**src/rtl/mod_n_clock_divider_if.sv**
```systemverilog
// Control/status bundle for the modulo-N divider.
// master: the block that programs the divider; slave: the divider itself.
interface mod_n_clock_divider_if #(
   parameter int WIDTH = 4
);
   logic             en;
   logic             mod_load;
   logic [WIDTH-1:0] mod_in;
   logic [WIDTH-1:0] count;
   logic             tick;
   logic             clk_div;
   logic             err;
   logic [3:0]       led;

   modport master (
      output en, mod_load, mod_in,
      input  count, tick, clk_div, err, led
   );

   modport slave (
      input  en, mod_load, mod_in,
      output count, tick, clk_div, err, led
   );
endinterface

```
**src/rtl/mod_n_clock_divider.sv**
```systemverilog
// Runtime-programmable modulo-N counter / clock divider.
// A new modulus waits in a pending register and only takes effect at a wrap,
// so the period in progress always completes with the old modulus.
// clk_div is high for ceil(M/2) counts of each period, aligned with count.
// Optional: define MOD_DIV_SYNC_CLEAR_EN to add a synchronous clear input sclr.
module mod_n_clock_divider #(
   parameter int WIDTH       = 4,
   parameter int DEFAULT_MOD = 12
) (
   input  logic                 CLK,
   input  logic                 RESET,
`ifdef MOD_DIV_SYNC_CLEAR_EN
   input  logic                 sclr,
`endif
   mod_n_clock_divider_if.slave bus
);

   localparam logic [WIDTH-1:0] DEF_M = WIDTH'(DEFAULT_MOD);
   localparam logic [WIDTH-1:0] ONE   = WIDTH'(1);

   logic [WIDTH-1:0] count_q, mod_q, pend_q;
   logic [WIDTH-1:0] cnt_nxt, mod_nxt, hi_len;
   logic             pend_vld, tick_q, clk_div_q, err_q;
   logic             wrap, adv, apply, load_ok, load_bad, clr;

`ifdef MOD_DIV_SYNC_CLEAR_EN
   assign clr = sclr;
`else
   assign clr = 1'b0;
`endif

   // Next count and next modulus; a clear freezes counting and blocks the wrap-apply
   always_comb begin
      wrap     = (count_q == mod_q - ONE);
      adv      = bus.en & ~clr;
      apply    = adv & wrap;
      load_ok  = bus.mod_load & (bus.mod_in != '0);
      load_bad = bus.mod_load & (bus.mod_in == '0);
      cnt_nxt  = count_q;
      mod_nxt  = mod_q;
      if (adv) begin
         if (wrap) begin
            cnt_nxt = '0;
            // A load arriving on the wrap cycle beats an older pending value
            if (load_ok)       mod_nxt = bus.mod_in;
            else if (pend_vld) mod_nxt = pend_q;
         end else begin
            cnt_nxt = count_q + ONE;
         end
      end
      hi_len = mod_nxt - (mod_nxt >> 1);
   end

   // Counter, modulus, pending slot, strobes and sticky error
   always_ff @(posedge CLK or negedge RESET) begin
      if (!RESET) begin
         count_q   <= '0;
         mod_q     <= DEF_M;
         pend_q    <= '0;
         pend_vld  <= 1'b0;
         tick_q    <= 1'b0;
         clk_div_q <= 1'b1;
         err_q     <= 1'b0;
      end else begin
         mod_q <= mod_nxt;
         if (load_bad) err_q <= 1'b1;
         if (apply) begin
            pend_vld <= 1'b0;
         end else if (load_ok) begin
            pend_q   <= bus.mod_in;
            pend_vld <= 1'b1;
         end
         if (clr) begin
            count_q   <= '0;
            tick_q    <= 1'b0;
            clk_div_q <= 1'b1;
         end else begin
            count_q   <= cnt_nxt;
            tick_q    <= apply;
            clk_div_q <= (cnt_nxt < hi_len);
         end
      end
   end

   assign bus.count   = count_q;
   assign bus.tick    = tick_q;
   assign bus.clk_div = clk_div_q;
   assign bus.err     = err_q;

   // LEDs show the low nibble of the live count
   generate
      if (WIDTH >= 4) begin : g_led_wide
         assign bus.led = count_q[3:0];
      end else begin : g_led_narrow
         assign bus.led = {{(4 - WIDTH){1'b0}}, count_q};
      end
   endgenerate

endmodule

```
**src/flat_wrapper.sv**
```systemverilog
// flat-port wrapper written by rule: the top's interface ports become plain ports
module mod_n_clock_divider_flat 
#(
   parameter int WIDTH       = 4,
   parameter int DEFAULT_MOD = 12
)
  (CLK, RESET, bus_en, bus_mod_load, bus_mod_in, bus_count, bus_tick, bus_clk_div, bus_err, bus_led);
  mod_n_clock_divider_if #(.WIDTH(WIDTH)) bus_i ();
  input  logic CLK;
  input  logic RESET;
  input wire logic [$bits(bus_i.en)-1:0] bus_en;
  input wire logic [$bits(bus_i.mod_load)-1:0] bus_mod_load;
  input wire logic [$bits(bus_i.mod_in)-1:0] bus_mod_in;
  output wire logic [$bits(bus_i.count)-1:0] bus_count;
  output wire logic [$bits(bus_i.tick)-1:0] bus_tick;
  output wire logic [$bits(bus_i.clk_div)-1:0] bus_clk_div;
  output wire logic [$bits(bus_i.err)-1:0] bus_err;
  output wire logic [$bits(bus_i.led)-1:0] bus_led;
  assign bus_i.en = bus_en;
  assign bus_i.mod_load = bus_mod_load;
  assign bus_i.mod_in = bus_mod_in;
  assign bus_count = bus_i.count;
  assign bus_tick = bus_i.tick;
  assign bus_clk_div = bus_i.clk_div;
  assign bus_err = bus_i.err;
  assign bus_led = bus_i.led;
  mod_n_clock_divider #(.WIDTH(WIDTH), .DEFAULT_MOD(DEFAULT_MOD)) u_core (.CLK(CLK), .RESET(RESET), .bus(bus_i));
endmodule
```
**config.mk**
```make
export PLATFORM = sky130hd
export DESIGN_NAME = mod_n_clock_divider_flat
export DESIGN_NICKNAME = d
export VERILOG_FILES = /design/src/rtl/mod_n_clock_divider_if.sv /design/src/rtl/mod_n_clock_divider.sv /design/src/flat_wrapper.sv
export SDC_FILE = /design/constraint.sdc
export NUM_CORES = 1
export LEC_CHECK = 0
export CAP_MARGIN = 30
export CORE_ASPECT_RATIO = 1.4
export CORE_MARGIN = 10
export CORE_UTILIZATION = 35
export DETAILED_ROUTE_END_ITERATION = 7
export PLACE_DENSITY = 0.68
export SETUP_SLACK_MARGIN = 0.3
export SKIP_LAST_GASP = 1
export SLEW_MARGIN = 25
export SYNTH_ARGS = -nofsm -noshare
export SYNTH_HDL_FRONTEND = slang
export SYNTH_SLANG_ARGS = --single-unit
```
**constraint.sdc**
```tcl
create_clock -name CLK -period 3.1 [get_ports CLK]
set_clock_uncertainty 0.1 [all_clocks]
set_input_delay 0.31 -clock CLK [delete_from_list [all_inputs] [get_ports CLK]]
set_output_delay 0.31 -clock CLK [all_outputs]
set_load 0.05 [all_outputs]
```
==> results of run 1 <==
## layer usage
metal  share of wire, %  vias to the layer above  track usage, %  wire length, um
li1                   -                      401               -                -
met1                 39                      391            8.73              904
met2                 52                       24            16.2             1200
met3                6.5                        8            2.53              151
met4                2.5                        0            3.71               57
met5                  0                        -               0                0
## cell families (layout without fill, tap and decap cells)
family          Yosys count  in the layout
compound gates           16             16
xor+xnor                 12             12
fa+ha+maj                 6              6
buf+inv                  13             45
flops                    16             16
mux                       7              7
simple gates             25             25
## synth_stat cells, drive strengths merged, types with 2 or more instances
| cell type | instances | area (sq um) |
|---|---|---|
| dfrtp | 13 | 325 |
| inv | 8 | 30.0 |
| nor2 | 8 | 30.0 |
| ha | 6 | 75.1 |
| xor2 | 6 | 52.6 |
| a21oi | 5 | 25.0 |
| buf | 5 | 35.0 |
| xnor2 | 5 | 43.8 |
| a32oi | 4 | 35.0 |
| mux2 | 4 | 45.0 |
| dfstp | 3 | 78.8 |
| mux2i | 3 | 30.0 |
| nand2 | 3 | 11.3 |
| nand3 | 3 | 15.0 |
| nor3 | 3 | 25.0 |
| nand4 | 2 | 12.5 |
## worst reg2reg max path: stages (launching register included)
cell and delay [ns]:
dfrtp_1 0.39, buf_4 0.16, nor3_1 0.30, xnor2_2 0.18, or3_4 0.44, a21oi_4 0.19, xnor2_2 0.13, ha_2 0.20
mux2i_2 0.22, xnor2_1 0.10, ha_1 0.27, nand2_1 0.04, o21a_1 0.16
## worst max path at each step
stage                                               to  slack, ns  cells after the start
after floorplan           u_core.bus.clk_div$_DFF_PN1_       0.21                     13
after global placement    u_core.bus.clk_div$_DFF_PN1_       0.12                     12
after detailed placement  u_core.bus.clk_div$_DFF_PN1_       0.06                     12
after CTS                 u_core.bus.clk_div$_DFF_PN1_       0.20                     13
after global routing      u_core.bus.clk_div$_DFF_PN1_      -0.05                     13
final                     u_core.bus.clk_div$_DFF_PN1_       0.14                     12
## flip-flops by register name (all words and copies together), names as in the netlist
signal,cells
u_core.bus.tick,1
u_core.pend_q,4
u_core.pend_vld,1
u_core.bus.err,1
u_core.bus.clk_div,1
u_core.mod_q,4
u_core.bus.count,4
## area by class of cell
type / instances / area share [%]
multi-input cells: 66 / 42.6
flip-flops and latches: 16 / 28.1
clock buffers: 4 / 3.81
inverters: 8 / 2.08
well taps: 37 / 3.20
repair buffers: 33 / 20.3
## timing repair
action	CTS	global route
setup endpoints to repair	1	1
setup buffers	0	0
resized for setup	0	11
pin swaps	0	6
## power breakdown
part	total, mW	internal (mW)	switching [mW]
clock	0.187	0.113	0.0746
sequential	0.382	0.303	0.0787
combinational	1.18	0.518	0.658
total	1.74	0.934	0.811
## metrics by stage
stage / std cells / utilization (%) / cell area, sq um / setup slack (ns) / hold WS, ns
finish: 164 / 50.7 / 1450 / 0.139 / 0.367
global route: 164 / 50.7 / 1450 / -0.0459 / 0.396
CTS: 164 / 48.9 / 1390 / 0.196 / 0.371
detailed placement: 160 / 47.0 / 1340 / 0.0567 / 0.352
global placement: 160 / 47.0 / 1340 / 0.122 / 0.347
floorplan: 95 / - / 1030 / 0.206 / -0.0856
==> results_dict.tcl, run 1 <==
set metrics [dict create \
    via_per_inst 5.02 \
    clock_sink_count 16 \
    worst_endpoint_required_time_ns 3.18 \
    critical_path.most_common_cell "xnor2_2" \
    clockBufferDepth 2 \
    multiInputGateArea_sq_um 616 \
    dr.first_iter.drc_count 18 \
    synth_fp_nets 109 \
    ff_latch_area_sq_um 405 \
    setup.worst_path.end_class "register" \
    boundaryPins 19 \
    die_area_sq_mm 0.00554 \
    holdPathStages 1 \
    drive_gt1_share_pct 33.1 \
    synth.avg_cell_area_sq_um 10.8 \
    synth_simple_gate_area_share_pct 13.5 \
    max-vdd-ir-drop_v 0.000607 \
    cts.reportedPaths.clkPinSlew_ns 0.07 \
    num_antenna_cells 0 \
    grt_setup_unrepaired "true" \
    floorplan.rows 23 \
    ctsRootBufferMaster "clkbuf_8" \
    synth_sequential_area_ratio_pct 39.2 \
    setup.worst_path.class "register to register" \
    post-route-min-period_ns 2.96 \
    commonest_non_fill_non_tap_cells_in_the_layout "clkdlybuf4s50_1 (18), buf_4 (15), dfrtp_1 (12)" \
    count_of_synthesis_stage_warnings_from_yosys 0 \
    synthAdderAreaFrac_pct 7.29 \
    antenna_left 0 \
    drcViolationCount 0 \
    start_util_pct 36.1 \
    hold_violations 0 \
    grt_remaining_overflow 0 \
    post_cts_hold_buffer_count 0 \
    wire_length_of_the_first_global_routing_pass_um 4000 \
    wl_per_cell_um 14.1 \
    slew-limit-headroom_pct 51.8 \
    cts_tree "done" \
    report.final.setup_viol 0 \
    rr_worst_depth 12 \
    final.period_utilization_pct 95.5 \
    power-per-cell-area_mw_per_mm2 1210 \
    cpLargestDelayFamily "simple AND/OR/NAND/NOR gates" \
    drt_pass1_iterations 4 \
    synth_area_sq_mm 0.00103 \
    synthesis.instances 95 \
    reg2reg_to "u_core.bus.clk_div$_DFF_PN1_" \
    grt_usage_pct 8.82 \
    wirelength_um 2310 \
    synth_xor_xnor_area_share_pct 11.5 \
    synth_top_family_by_area "compound AO/OA/AOI/OAI gates" \
    timing.critical_path.arrival_ns 3.04 \
    ff2ff_setup_slack_ns 0.14 \
    die-width_um 65.8 \
    slew_violations 0 \
    status "finished, final reports clean" \
    layout.cells.most_common "clkdlybuf4s50_1" \
    synthToLayoutAreaGrowth_pct 40.3 \
    reg2reg_from "u_core.mod_q[0]$_DFF_PN0_" \
    sequence_of_cells_on_the_critical_path "buf_4 -> nor3_1 -> xnor2_2 -> or3_4 -> a21oi_4 -> xnor2_2 -> ha_2 -> mux2i_2 -> xnor2_1 -> ha_1 -> nand2_1 -> o21a_1" \
    worst_path_largest_cell_delay_ns 0.44 \
    p_leak_nw 0.639 \
    worstHoldEndpoint "u_core.bus.err$_DFFE_PN0P_" \
    fp.dieH_um 84.2 \
    critical_path.max_fanout 5 \
    min_path_type "register to register" \
    place.gp.congestion 0.808 \
    placeableCoreArea_sq_mm 0.00285 \
    power.total_mw 1.74 \
    routed-via-count 824 \
    tritoncts.num_buffers 3 \
    port_buffers 18 \
    area_fraction_in_compound_gates_after_synthesis_pct 14.8 \
    synth_edf_count 0 \
    clk_latency_ns 0.25 \
    detailedPlacementHpwl_um 1860 \
    yosys-mux-area-fraction_pct 7.29 \
    min_from "u_core.bus.err$_DFFE_PN0P_" \
    crit_buf_inv 1 \
    synth_flop_cell "dfrtp_1" \
    worst_setup_path_startpoint "u_core.mod_q[0]$_DFF_PN0_" \
    grt_start_max_net_pins 17 \
    timing.critical_path.slowest_stage_cell "or3_4" \
    maxCapViolCount 0 \
    setup.worst_path.start_class "register" \
    synth.distinct_cells 32 \
    fin_tns_setup_ns 0 \
    nNetsFinal 142 \
    ys_seq_elements 16 \
    grt_antenna_before_repair 0 \
    cts-htree-levels 1 \
    number_of_filler_instances_in_the_final_layout 252 \
    postSynth.asyncResetShare_pct 100 \
    max_slew.worst_pin.slew_ns 0.720 \
    clock.fmax_mhz 338 \
    grt_pass1_vias 919 \
]
(Power assumes the default switching activity.)
==> run 2, diff against run 1 <==
--- a/config.mk
+++ b/config.mk
@@ -10,7 +10,7 @@
 export CORE_MARGIN = 10
 export CORE_UTILIZATION = 35
 export DETAILED_ROUTE_END_ITERATION = 7
-export PLACE_DENSITY = 0.68
+export PLACE_DENSITY = 0.71
 export SETUP_SLACK_MARGIN = 0.3
 export SKIP_LAST_GASP = 1
 export SLEW_MARGIN = 25
==> run 2 against run 1 <==
Compared with the run above:
- die area is the same
- clock power hardly changed
- first-iteration DRC count down 5.6%
- critical path depth grew 3
- total power rose by 7.5%
- largest cell class unchanged
==> results_dict.tcl, run 2 (synthesis results as in run 1) <==
set metrics [dict create \
    status "finished, final reports clean" \
    layout.cells.most_common "buf_4" \
    grt_remaining_overflow 0 \
    hold_violations 0 \
    grt_antenna_before_repair 0 \
    worst_path_largest_cell_delay_ns 0.35 \
    setup.worst_path.start_class "register" \
    cts-htree-levels 1 \
    slew-limit-headroom_pct 52.2 \
    setup.worst_path.class "register to register" \
    drive_gt1_share_pct 38.2 \
    maxCapViolCount 0 \
    critical_path.max_fanout 3 \
    wl_per_cell_um 15.7 \
    worst_endpoint_required_time_ns 3.19 \
    sequence_of_cells_on_the_critical_path "inv_1 -> ha_4 -> xor2_2 -> nand4_1 -> buf_4 -> buf_4 -> nor3_4 -> a21oi_4 -> xnor2_1 -> ha_2 -> mux2i_2 -> xnor2_1 -> ha_1 -> nand2_1 -> o21a_1" \
    cts_tree "done" \
    grt_setup_unrepaired "true" \
    dr.first_iter.drc_count 17 \
    drt_pass1_iterations 6 \
    timing.critical_path.arrival_ns 3.05 \
    boundaryPins 19 \
    reg2reg_from "u_core.mod_q[1]$_DFF_PN0_" \
    min_path_type "register to register" \
    timing.critical_path.slowest_stage_cell "dfrtp_2" \
    setup.worst_path.end_class "register" \
    port_buffers 18 \
    slew_violations 0 \
    worstHoldEndpoint "u_core.bus.err$_DFFE_PN0P_" \
    min_from "u_core.bus.err$_DFFE_PN0P_" \
    p_leak_nw 0.666 \
    via_per_inst 5.08 \
    post-route-min-period_ns 2.96 \
    tritoncts.num_buffers 3 \
    die_area_sq_mm 0.00554 \
    crit_buf_inv 3 \
    max_slew.worst_pin.slew_ns 0.715 \
    die-width_um 65.8 \
    synthToLayoutAreaGrowth_pct 45.8 \
    rr_worst_depth 15 \
    stdcell_area_sq_mm 0.00150 \
    cpLargestDelayFamily "adder cells" \
    final.period_utilization_pct 95.3 \
    commonest_non_fill_non_tap_cells_in_the_layout "buf_4 (19), clkdlybuf4s50_1 (18), dfrtp_1 (12)" \
    num_antenna_cells 0 \
    report.final.setup_viol 0 \
    grt_pass1_vias 977 \
    clock.fmax_mhz 338 \
    antenna_left 0 \
    cts.reportedPaths.clkPinSlew_ns 0.07 \
    post-route-worst-setup-slack_ns 0.145 \
    post_cts_hold_buffer_count 0 \
    reg2reg_to "u_core.bus.clk_div$_DFF_PN1_" \
    placement.cell_area_sq_mm 0.00133 \
    start_util_pct 36.1 \
    drcViolationCount 0 \
    wire_length_of_the_first_global_routing_pass_um 4530 \
    fp.dieH_um 84.2 \
    grt_start_max_net_pins 17 \
    clockBufferDepth 2 \
    clock_sink_count 16 \
    power-per-cell-area_mw_per_mm2 1250 \
    floorplan.rows 23 \
    ff2ff_setup_slack_ns 0.14 \
    placeableCoreArea_sq_mm 0.00285 \
    grt_usage_pct 10.4 \
    routed-via-count 853 \
    ctsRootBufferMaster "clkbuf_8" \
    holdPathStages 1 \
    place.gp.congestion 0.883 \
    dp_slack_ns -0.0748 \
    nNetsFinal 146 \
    max-vdd-ir-drop_v 0.000554 \
    wirelength_um 2640 \
    clk_latency_ns 0.26 \
    detailedPlacementHpwl_um 1970 \
]
==> run 2: final cells by class <==
cell class                 count  area, sq um
sequential                    16          405
timing repair buffer          37          323
multi-input combinational     66          642
clock buffer                   4         55.1
tap                           37         46.3
fill                         265         1350
inverter                       8         30.0
==> run 2: worst max path at each step <==
stage / from / end / slack, ns / cells after the start
5_1_grt: u_core.mod_q[0]$_DFF_PN0_ / u_core.bus.clk_div$_DFF_PN1_ / 0.03 / 14
3_3_place_gp: bus_mod_in[3] / u_core.bus.clk_div$_DFF_PN1_ / 0.07 / 12
2_1_floorplan: u_core.mod_q[0]$_DFF_PN0_ / u_core.bus.clk_div$_DFF_PN1_ / 0.21 / 13
6_report: u_core.mod_q[1]$_DFF_PN0_ / u_core.bus.clk_div$_DFF_PN1_ / 0.14 / 15
3_5_place_dp: bus_mod_in[1] / u_core.bus.clk_div$_DFF_PN1_ / -0.07 / 12
4_1_cts: u_core.mod_q[1]$_DFF_PN0_ / u_core.bus.clk_div$_DFF_PN1_ / 0.17 / 13
==> run 2: per-layer routing <==
layer | wire length (um) | up-vias | GRT usage, %
met4 | 60 | 0 | 6.45
li1 | - | 407 | -
met5 | 0 | - | 0
met2 | 1430 | 23 | 18.1
met3 | 134 | 5 | 2.66
met1 | 1020 | 418 | 10.5
==> run 2: power by group <==
group | switching (mW) | internal [mW]
clock | 0.0764 | 0.113
sequential | 0.0844 | 0.303
combinational | 0.722 | 0.578
==> run 2: timing repair <==
| item | 4_1_cts | 5_1_grt |
|---|---|---|
| pin swaps | 10 | 5 |
| buffers inserted | 4 | 1 |
| resized for setup | 11 | 6 |
| endpoints found under the setup margin | 1 | 1 |
| cloned | 0 | 0 |
==> run 2: per-stage QoR <==
step	total power [mW]	util, %	hold slack (ns)	setup TNS, ns	cells
floorplan	1.18	-	-0.0856	0	95
global placement	1.45	46.7	0.343	0	159
detailed placement	1.50	46.7	0.372	-0.0748	159
CTS	1.80	51.6	0.389	0	167
global route	2.01	52.7	0.412	0	168
finish	1.88	52.7	0.374	0	168
